<file path="config.mk">
export PLATFORM = sky130hd
export DESIGN_NAME = mem_port_arbiter_flat
export DESIGN_NICKNAME = d
export VERILOG_FILES = /design/src/rtl/mem_port_arbiter_pkg.sv /design/src/rtl/mem_port_arbiter_if.sv /design/src/rtl/mem_port_arbiter_pick.sv /design/src/rtl/mem_port_arbiter.sv /design/src/flat_wrapper.sv
export SDC_FILE = /design/constraint.sdc
export NUM_CORES = 1
export LEC_CHECK = 0
export ABC_AREA = 0
export BUFFER_PORTS_ARGS = -buffer_cell sky130_fd_sc_hd__buf_2
export CORE_UTILIZATION = 25
export DETAILED_ROUTE_END_ITERATION = 16
export GPL_TIMING_DRIVEN = 0
export PLACE_DENSITY_LB_ADDON = 0.08
export SYNTH_ARGS = -nofsm -noshare
export SYNTH_HDL_FRONTEND = slang
export SYNTH_SLANG_ARGS = --single-unit
</file>
<file path="constraint.sdc">
create_clock -name clk -period 1.8 [get_ports clk]
set_clock_uncertainty 0.05 [all_clocks]
set_input_delay 0 -clock clk [delete_from_list [all_inputs] [get_ports clk]]
set_output_delay 0 -clock clk [all_outputs]
set_load 0.03 [all_outputs]
</file>
<file path="src/rtl/mem_port_arbiter_pkg.sv">
// Shared types for the fetch/LSU memory port arbiter.
// FSM state and transaction owner enums, plus width helpers.
package mem_port_arbiter_pkg;

  typedef enum logic [1:0] {
    ARB_IDLE,
    ARB_ISSUE,
    ARB_WAIT
  } arb_state_e;

  typedef enum logic [1:0] {
    OWN_NONE,
    OWN_IF,
    OWN_DM
  } arb_owner_e;

  function automatic int cnt_w(input int limit);
    return $clog2(limit + 1);
  endfunction

  function automatic int be_w(input int data_w);
    return data_w / 8;
  endfunction

endpackage

</file>
<file path="src/rtl/mem_port_arbiter_if.sv">
// Bundle of fetch (if_*), load/store (dm_*) and memory (mem_*) signals.
// master: arbiter side; slave: requesters plus memory side.
interface mem_port_arbiter_if
  import mem_port_arbiter_pkg::*;
#(
  parameter int ADDR_W = 32,
  parameter int DATA_W = 32
);
  localparam int BE_W = be_w(DATA_W);

  logic              if_req;
  logic [ADDR_W-1:0] if_addr;
  logic              if_gnt;
  logic              if_rvalid;
  logic [DATA_W-1:0] if_rdata;

  logic              dm_req;
  logic              dm_we;
  logic [BE_W-1:0]   dm_be;
  logic [ADDR_W-1:0] dm_addr;
  logic [DATA_W-1:0] dm_wdata;
  logic              dm_gnt;
  logic              dm_rvalid;
  logic [DATA_W-1:0] dm_rdata;

  logic              mem_req;
  logic              mem_we;
  logic [BE_W-1:0]   mem_be;
  logic [ADDR_W-1:0] mem_addr;
  logic [DATA_W-1:0] mem_wdata;
  logic              mem_gnt;
  logic              mem_rvalid;
  logic [DATA_W-1:0] mem_rdata;

  logic              busy;

  modport master (
    input  if_req, if_addr,
    output if_gnt, if_rvalid, if_rdata,
    input  dm_req, dm_we, dm_be, dm_addr, dm_wdata,
    output dm_gnt, dm_rvalid, dm_rdata,
    output mem_req, mem_we, mem_be, mem_addr, mem_wdata,
    input  mem_gnt, mem_rvalid, mem_rdata,
    output busy
  );

  modport slave (
    output if_req, if_addr,
    input  if_gnt, if_rvalid, if_rdata,
    output dm_req, dm_we, dm_be, dm_addr, dm_wdata,
    input  dm_gnt, dm_rvalid, dm_rdata,
    input  mem_req, mem_we, mem_be, mem_addr, mem_wdata,
    output mem_gnt, mem_rvalid, mem_rdata,
    input  busy
  );

endinterface

</file>
<file path="src/rtl/mem_port_arbiter_pick.sv">
// Winner select between fetch and data, plus next starvation count.
// In: if_req, dm_req, starve_cnt. Out: pick_if, pick_dm, starve_nxt.
module mem_port_arbiter_pick #(
  parameter int STARVE_LIMIT = 4,
  parameter int CNT_W        = 3
) (
  input  logic             if_req,
  input  logic             dm_req,
  input  logic [CNT_W-1:0] starve_cnt,
  output logic             pick_if,
  output logic             pick_dm,
  output logic [CNT_W-1:0] starve_nxt
);

  logic forced;

  always_comb begin
    forced     = if_req &&
                 (starve_cnt == CNT_W'(STARVE_LIMIT));
    pick_dm    = dm_req && !forced;
    pick_if    = if_req && !pick_dm;
    starve_nxt = starve_cnt;
    unique case (1'b1)
      pick_if: starve_nxt = '0;
      // dm only beats a waiting fetch below the limit,
      // so this increment saturates by construction
      pick_dm: if (if_req)
        starve_nxt = starve_cnt + CNT_W'(1);
      default: ;
    endcase
  end

endmodule

</file>
<file path="src/rtl/mem_port_arbiter.sv">
// Single-outstanding arbiter sharing one memory port between fetch and LSU.
// Ports: clk, rst_n (sync, active-low), bus (mem_port_arbiter_if.master).
module mem_port_arbiter #(
  parameter int ADDR_W       = 32,
  parameter int DATA_W       = 32,
  parameter int STARVE_LIMIT = 4
) (
  input  logic                clk,
  input  logic                rst_n,
  mem_port_arbiter_if.master  bus
);
  import mem_port_arbiter_pkg::*;

  localparam int BE_W  = be_w(DATA_W);
  localparam int CNT_W = cnt_w(STARVE_LIMIT);

  arb_state_e state_q, state_d;
  arb_owner_e owner_q, owner_d;

  logic [CNT_W-1:0]  starve_q;
  logic [CNT_W-1:0]  starve_nxt;
  logic              pick_if;
  logic              pick_dm;
  logic              arb;
  logic              take;
  logic              rsp_raw;
  logic              rsp;

  logic              we_q;
  logic [BE_W-1:0]   be_q;
  logic [ADDR_W-1:0] addr_q;
  logic [DATA_W-1:0] wdata_q;

  mem_port_arbiter_pick #(
    .STARVE_LIMIT (STARVE_LIMIT),
    .CNT_W        (CNT_W)
  ) u_pick (
    .if_req     (bus.if_req),
    .dm_req     (bus.dm_req),
    .starve_cnt (starve_q),
    .pick_if    (pick_if),
    .pick_dm    (pick_dm),
    .starve_nxt (starve_nxt)
  );

  always_comb begin
    state_d = state_q;
    owner_d = owner_q;
    arb     = 1'b0;
    rsp_raw = 1'b0;
    unique case (state_q)
      ARB_IDLE: begin
        arb = 1'b1;
        if (pick_dm) begin
          state_d = ARB_ISSUE;
          owner_d = OWN_DM;
        end else if (pick_if) begin
          state_d = ARB_ISSUE;
          owner_d = OWN_IF;
        end
      end
      ARB_ISSUE: begin
        if (bus.mem_gnt) begin
          rsp_raw = bus.mem_rvalid;
          state_d = bus.mem_rvalid ? ARB_IDLE : ARB_WAIT;
        end
      end
      ARB_WAIT: begin
        rsp_raw = bus.mem_rvalid;
        if (bus.mem_rvalid) state_d = ARB_IDLE;
      end
      default: state_d = ARB_IDLE;
    endcase
    if (state_d == ARB_IDLE) owner_d = OWN_NONE;
  end

  // Reset held low masks grants and responses, so an
  // aborted transaction never delivers data.
  assign take = arb && rst_n && (pick_if || pick_dm);
  assign rsp  = rsp_raw && rst_n;

  always_ff @(posedge clk) begin
    if (!rst_n) begin
      state_q  <= ARB_IDLE;
      owner_q  <= OWN_NONE;
      starve_q <= '0;
      we_q     <= 1'b0;
      be_q     <= '0;
      addr_q   <= '0;
      wdata_q  <= '0;
    end else begin
      state_q <= state_d;
      owner_q <= owner_d;
      if (take) begin
        starve_q <= starve_nxt;
        we_q     <= pick_dm && bus.dm_we;
        be_q     <= pick_dm ? bus.dm_be : '1;
        addr_q   <= pick_dm ? bus.dm_addr : bus.if_addr;
        wdata_q  <= (pick_dm && bus.dm_we) ?
                    bus.dm_wdata : '0;
      end
    end
  end

  assign bus.if_gnt    = arb && rst_n && pick_if;
  assign bus.dm_gnt    = arb && rst_n && pick_dm;
  assign bus.if_rvalid = rsp && (owner_q == OWN_IF);
  assign bus.dm_rvalid = rsp && (owner_q == OWN_DM);
  assign bus.if_rdata  = bus.if_rvalid ?
                         bus.mem_rdata : '0;
  assign bus.dm_rdata  = (bus.dm_rvalid && !we_q) ?
                         bus.mem_rdata : '0;

  assign bus.mem_req   = (state_q == ARB_ISSUE);
  assign bus.mem_we    = we_q;
  assign bus.mem_be    = be_q;
  assign bus.mem_addr  = addr_q;
  assign bus.mem_wdata = wdata_q;
  assign bus.busy      = (state_q != ARB_IDLE);

endmodule

</file>
<file path="src/flat_wrapper.sv">
// flat-port wrapper written by rule: the top's interface ports become plain ports
module mem_port_arbiter_flat import mem_port_arbiter_pkg::*;
#(
  parameter int ADDR_W       = 32,
  parameter int DATA_W       = 32,
  parameter int STARVE_LIMIT = 4
)
  (clk, rst_n, bus_if_req, bus_if_addr, bus_if_gnt, bus_if_rvalid, bus_if_rdata, bus_dm_req, bus_dm_we, bus_dm_be, bus_dm_addr, bus_dm_wdata, bus_dm_gnt, bus_dm_rvalid, bus_dm_rdata, bus_mem_req, bus_mem_we, bus_mem_be, bus_mem_addr, bus_mem_wdata, bus_mem_gnt, bus_mem_rvalid, bus_mem_rdata, bus_busy);
  mem_port_arbiter_if #(.ADDR_W(ADDR_W), .DATA_W(DATA_W)) bus_i ();
  input  logic clk;
  input  logic rst_n;
  input wire logic [$bits(bus_i.if_req)-1:0] bus_if_req;
  input wire logic [$bits(bus_i.if_addr)-1:0] bus_if_addr;
  output wire logic [$bits(bus_i.if_gnt)-1:0] bus_if_gnt;
  output wire logic [$bits(bus_i.if_rvalid)-1:0] bus_if_rvalid;
  output wire logic [$bits(bus_i.if_rdata)-1:0] bus_if_rdata;
  input wire logic [$bits(bus_i.dm_req)-1:0] bus_dm_req;
  input wire logic [$bits(bus_i.dm_we)-1:0] bus_dm_we;
  input wire logic [$bits(bus_i.dm_be)-1:0] bus_dm_be;
  input wire logic [$bits(bus_i.dm_addr)-1:0] bus_dm_addr;
  input wire logic [$bits(bus_i.dm_wdata)-1:0] bus_dm_wdata;
  output wire logic [$bits(bus_i.dm_gnt)-1:0] bus_dm_gnt;
  output wire logic [$bits(bus_i.dm_rvalid)-1:0] bus_dm_rvalid;
  output wire logic [$bits(bus_i.dm_rdata)-1:0] bus_dm_rdata;
  output wire logic [$bits(bus_i.mem_req)-1:0] bus_mem_req;
  output wire logic [$bits(bus_i.mem_we)-1:0] bus_mem_we;
  output wire logic [$bits(bus_i.mem_be)-1:0] bus_mem_be;
  output wire logic [$bits(bus_i.mem_addr)-1:0] bus_mem_addr;
  output wire logic [$bits(bus_i.mem_wdata)-1:0] bus_mem_wdata;
  input wire logic [$bits(bus_i.mem_gnt)-1:0] bus_mem_gnt;
  input wire logic [$bits(bus_i.mem_rvalid)-1:0] bus_mem_rvalid;
  input wire logic [$bits(bus_i.mem_rdata)-1:0] bus_mem_rdata;
  output wire logic [$bits(bus_i.busy)-1:0] bus_busy;
  assign bus_i.if_req = bus_if_req;
  assign bus_i.if_addr = bus_if_addr;
  assign bus_if_gnt = bus_i.if_gnt;
  assign bus_if_rvalid = bus_i.if_rvalid;
  assign bus_if_rdata = bus_i.if_rdata;
  assign bus_i.dm_req = bus_dm_req;
  assign bus_i.dm_we = bus_dm_we;
  assign bus_i.dm_be = bus_dm_be;
  assign bus_i.dm_addr = bus_dm_addr;
  assign bus_i.dm_wdata = bus_dm_wdata;
  assign bus_dm_gnt = bus_i.dm_gnt;
  assign bus_dm_rvalid = bus_i.dm_rvalid;
  assign bus_dm_rdata = bus_i.dm_rdata;
  assign bus_mem_req = bus_i.mem_req;
  assign bus_mem_we = bus_i.mem_we;
  assign bus_mem_be = bus_i.mem_be;
  assign bus_mem_addr = bus_i.mem_addr;
  assign bus_mem_wdata = bus_i.mem_wdata;
  assign bus_i.mem_gnt = bus_mem_gnt;
  assign bus_i.mem_rvalid = bus_mem_rvalid;
  assign bus_i.mem_rdata = bus_mem_rdata;
  assign bus_busy = bus_i.busy;
  mem_port_arbiter #(.ADDR_W(ADDR_W), .DATA_W(DATA_W), .STARVE_LIMIT(STARVE_LIMIT)) u_core (.clk(clk), .rst_n(rst_n), .bus(bus_i));
endmodule
</file>
==> impl_metrics.json <==
{
  "crit_cells": 9,
  "finalHoldViolCount": 0,
  "cts_sinks": 76,
  "leakage_nw": 3.59,
  "clock_path_buffers": 2,
  "cts_buffers": 9,
  "r2r_start": "u_core.state_q[0]$_SDFF_PN0_",
  "ioPinCount": 278,
  "outcome": "finished with violations",
  "max_freq_mhz": 478,
  "diodes": 0,
  "critPathSlowestCell": "dfxtp_4",
  "cp_data_required_time_ps": 1750,
  "syn-cell-area_mm2": 0.00339,
  "synthMuxAreaShare_pct": 9.44,
  "min_period_ps": 2090,
  "coreArea_mm2": 0.0132,
  "relSlewSlack_pct": 75.9,
  "cp-startpoint": "u_core.state_q[1]$_SDFF_PN0_",
  "dieArea_mm2": 0.0140,
  "setup_viol": 65,
  "finalPower_mw": 4.96,
  "cp-end-kind": "primary output",
  "clockRootBuffer": "clkbuf_16",
  "vias": 4147,
  "hold_class": "in -> reg",
  "num_rows": 42,
  "crit_buf_inv": 5,
  "r2r_cells": 9,
  "violations": "setup timing",
  "critPathKind": "reg -> out",
  "die_h_um": 119,
  "tns_ps": -17180,
  "tightest_slew_ps": 361,
  "reg2reg_to": "u_core.bus.mem_wdata[5]$_SDFFE_PN0P_",
  "synth_area_per_cell_um2": 9.37,
  "worstPathCellList": "inv_4 -> ha_4 -> nand3_4 -> buf_4 -> nor4b_4 -> buf_6 -> clkbuf_8 -> and2_4 -> buf_6",
  "grt_util_all_layers_pct": 18.1,
  "cts.clk_slew.worst_paths_ps": 60,
  "rsz0062_at_grt": "true",
  "drv_cap": 0,
  "initial_utilization_pct": 25.6,
  "power_density_mw_per_mm2": 683,
  "final_nets": 914,
  "wirelength_mm": 13.1,
  "most-common-layout-cells": "buf_2, dlygate4sd3_1, buf_6, dfxtp_1, and2_4",
  "synth_xor_area_share_pct": 0,
  "synthAdderAreaFrac_pct": 2.21,
  "finalCritPeriodShare_pct": 116,
  "mostFrequentLayoutCell": "buf_2",
  "gp_congestion": 0.721,
  "cts_tree": "done",
  "finalNonFillerCells": 950,
  "post-place-cells": 815,
  "crit_family": "buffers and inverters",
  "vdd_drop_max_v": 0.000423,
  "place_area_mm2": 0.00515,
  "syn_to_final_growth_pct": 114,
  "endpoint": "bus_if_rdata[7]",
  "ys_types": 31,
  "crit_path_max_incr_delay_ps": 360,
  "port_buffers": 277,
  "grt_pass1_wl_mm": 20.1,
  "preCtsSetupSlack_ps": -237,
  "grt_max_degree": 14,
  "postLayoutCellArea_mm2": 0.00727,
  "ys_ff_latch": 76,
  "worst_path_most_repeated_cell": "buf_6",
  "die_x_um": 119,
  "critPathLaunchType": "flip-flop",
  "cp_max_fo": 7,
  "synth_top_family_by_area": "simple AND/OR/NAND/NOR gates",
  "final_util_pct": 54.9,
  "r2r_slack_ps": 90,
  "cts-htree-levels": 3,
  "grt_pass1_vias": 4139,
  "antenna_found_initial": 0,
  "grt_overflow_total": 0,
  "arrival_ps": 2040,
  "first_pass_iters": 4,
  "fillCellCount": 1205,
  "hpwl_mm": 8.36,
  "synthSimpleGateAreaFrac_pct": 22.1,
  "clk_latency_ps": 330,
  "hold_ws_ps": 32.8,
  "drt_iter0_drc": 131,
  "drive_gt1_share_pct": 53.6,
  "drt-wirelength-per-cell_um": 13.8,
  "drc": 0,
  "synth_nets": 507,
  "min_path_cells": 4,
  "synth-seq-area-share_pct": 44.8,
  "layout_setup_ws_ps": -291,
  "synth-compound-area-share_pct": 16.3,
  "synth_cells": 362,
  "viasPerCell": 4.37,
  "yosysWarnings": 0,
  "ant_nets": 0,
  "drv_slew": 0
}
-- report_power, final --
part / internal, mW / switching [mW] / total [mW]
logic: 0.596 / 0.727 / 1.32
clock network: 1.01 / 0.724 / 1.73
registers: 1.83 / 0.0729 / 1.90
-- metal layers --
layer | wire, um | GRT usage (%) | vias up | part of all wire, %
li1 | - | - | 2067 | -
met1 | 5020 | 19.2 | 1880 | 38
met2 | 6810 | 32.8 | 168 | 52
met3 | 804 | 5.07 | 32 | 6.1
met4 | 437 | 8.78 | 0 | 3.3
met5 | 0 | 0 | - | 0
-- Yosys cell counts --
master | n | area share, %
and2b_1 | 1 | 0.22
o21a_1 | 1 | 0.22
and3_1 | 1 | 0.18
inv_1 | 6 | 0.66
and3b_1 | 1 | 0.26
ha_1 | 6 | 2.2
o211ai_1 | 1 | 0.22
o21ai_0 | 40 | 5.9
a22oi_1 | 1 | 0.22
nor3_4 | 1 | 0.48
nor4b_2 | 2 | 0.88
dfxtp_1 | 76 | 45
mux2i_1 | 32 | 9.4
nor3b_1 | 3 | 0.66
and2_1 | 65 | 12
nand3_1 | 5 | 0.74
nor2b_1 | 5 | 0.92
or3_1 | 2 | 0.37
a21oi_1 | 4 | 0.59
a21boi_0 | 2 | 0.44
buf_4 | 7 | 1.5
a21o_1 | 1 | 0.22
clkbuf_1 | 9 | 1.0
nor2_1 | 6 | 0.66
buf_2 | 5 | 0.74
a22o_1 | 32 | 8.3
buf_6 | 3 | 1.0
nand2b_1 | 1 | 0.18
nand2_1 | 41 | 4.5
o32ai_1 | 1 | 0.26
clkbuf_2 | 1 | 0.15
-- registers in the layout (all words and copies together), names as in the netlist --
register / flops
u_core.bus.mem_we: 1
u_core.starve_q: 3
u_core.state_q: 2
u_core.bus.mem_wdata: 32
u_core.bus.mem_be: 4
u_core.owner_q: 2
u_core.bus.mem_addr: 32
-- cells by family after synthesis --
| logic type | Yosys count |
|---|---|
| and+or+nand+nor | 134 |
| adders and majority gates | 6 |
| AOI/OAI and AO/OA | 83 |
| muxes | 32 |
| buffers and inverters | 31 |
| DFF | 76 |
-- layout make-up --
type,instances,area [um^2],area share [%]
timing repair buffer,396,2990,41.2
multi-input combinational,255,1960,26.9
sequential,76,1530,21.1
clock buffer,11,253,3.48
buffer,25,251,3.46
tap,176,220,3.03
clock inverter,5,33.8,0.465
inverter,6,27.5,0.379
-- worst min path at each step --
stage | to | slack (ps) | startpoint
after global placement | u_core.bus.mem_wdata[13]$_SDFFE_PN0P_ | 160 | bus_dm_wdata[13]
after detailed placement | u_core.bus.mem_wdata[11]$_SDFFE_PN0P_ | 160 | bus_dm_wdata[11]
after floorplan | bus_dm_rvalid | 70 | rst_n
final | u_core.starve_q[2]$_SDFFE_PN0P_ | 30 | bus_dm_req
after CTS | u_core.starve_q[2]$_SDFFE_PN0P_ | 10 | bus_dm_req
after global routing | u_core.starve_q[2]$_SDFFE_PN0P_ | 40 | bus_dm_req
-- what timing repair did --
item                       4_1_cts  5_1_grt
buffers inserted                 4        7
pin swaps                       35        8
hold buffers                   101        0
setup endpoints to repair      127      134
resized for setup              193       31
hold endpoints to repair        71        0
cloned                           6        1
-- worst min-delay path: stages --
cell	delay [ps]
buf_2	150
nand2_1	70
or3_1	80
a21boi_0	70
(Power assumes the default switching activity.)
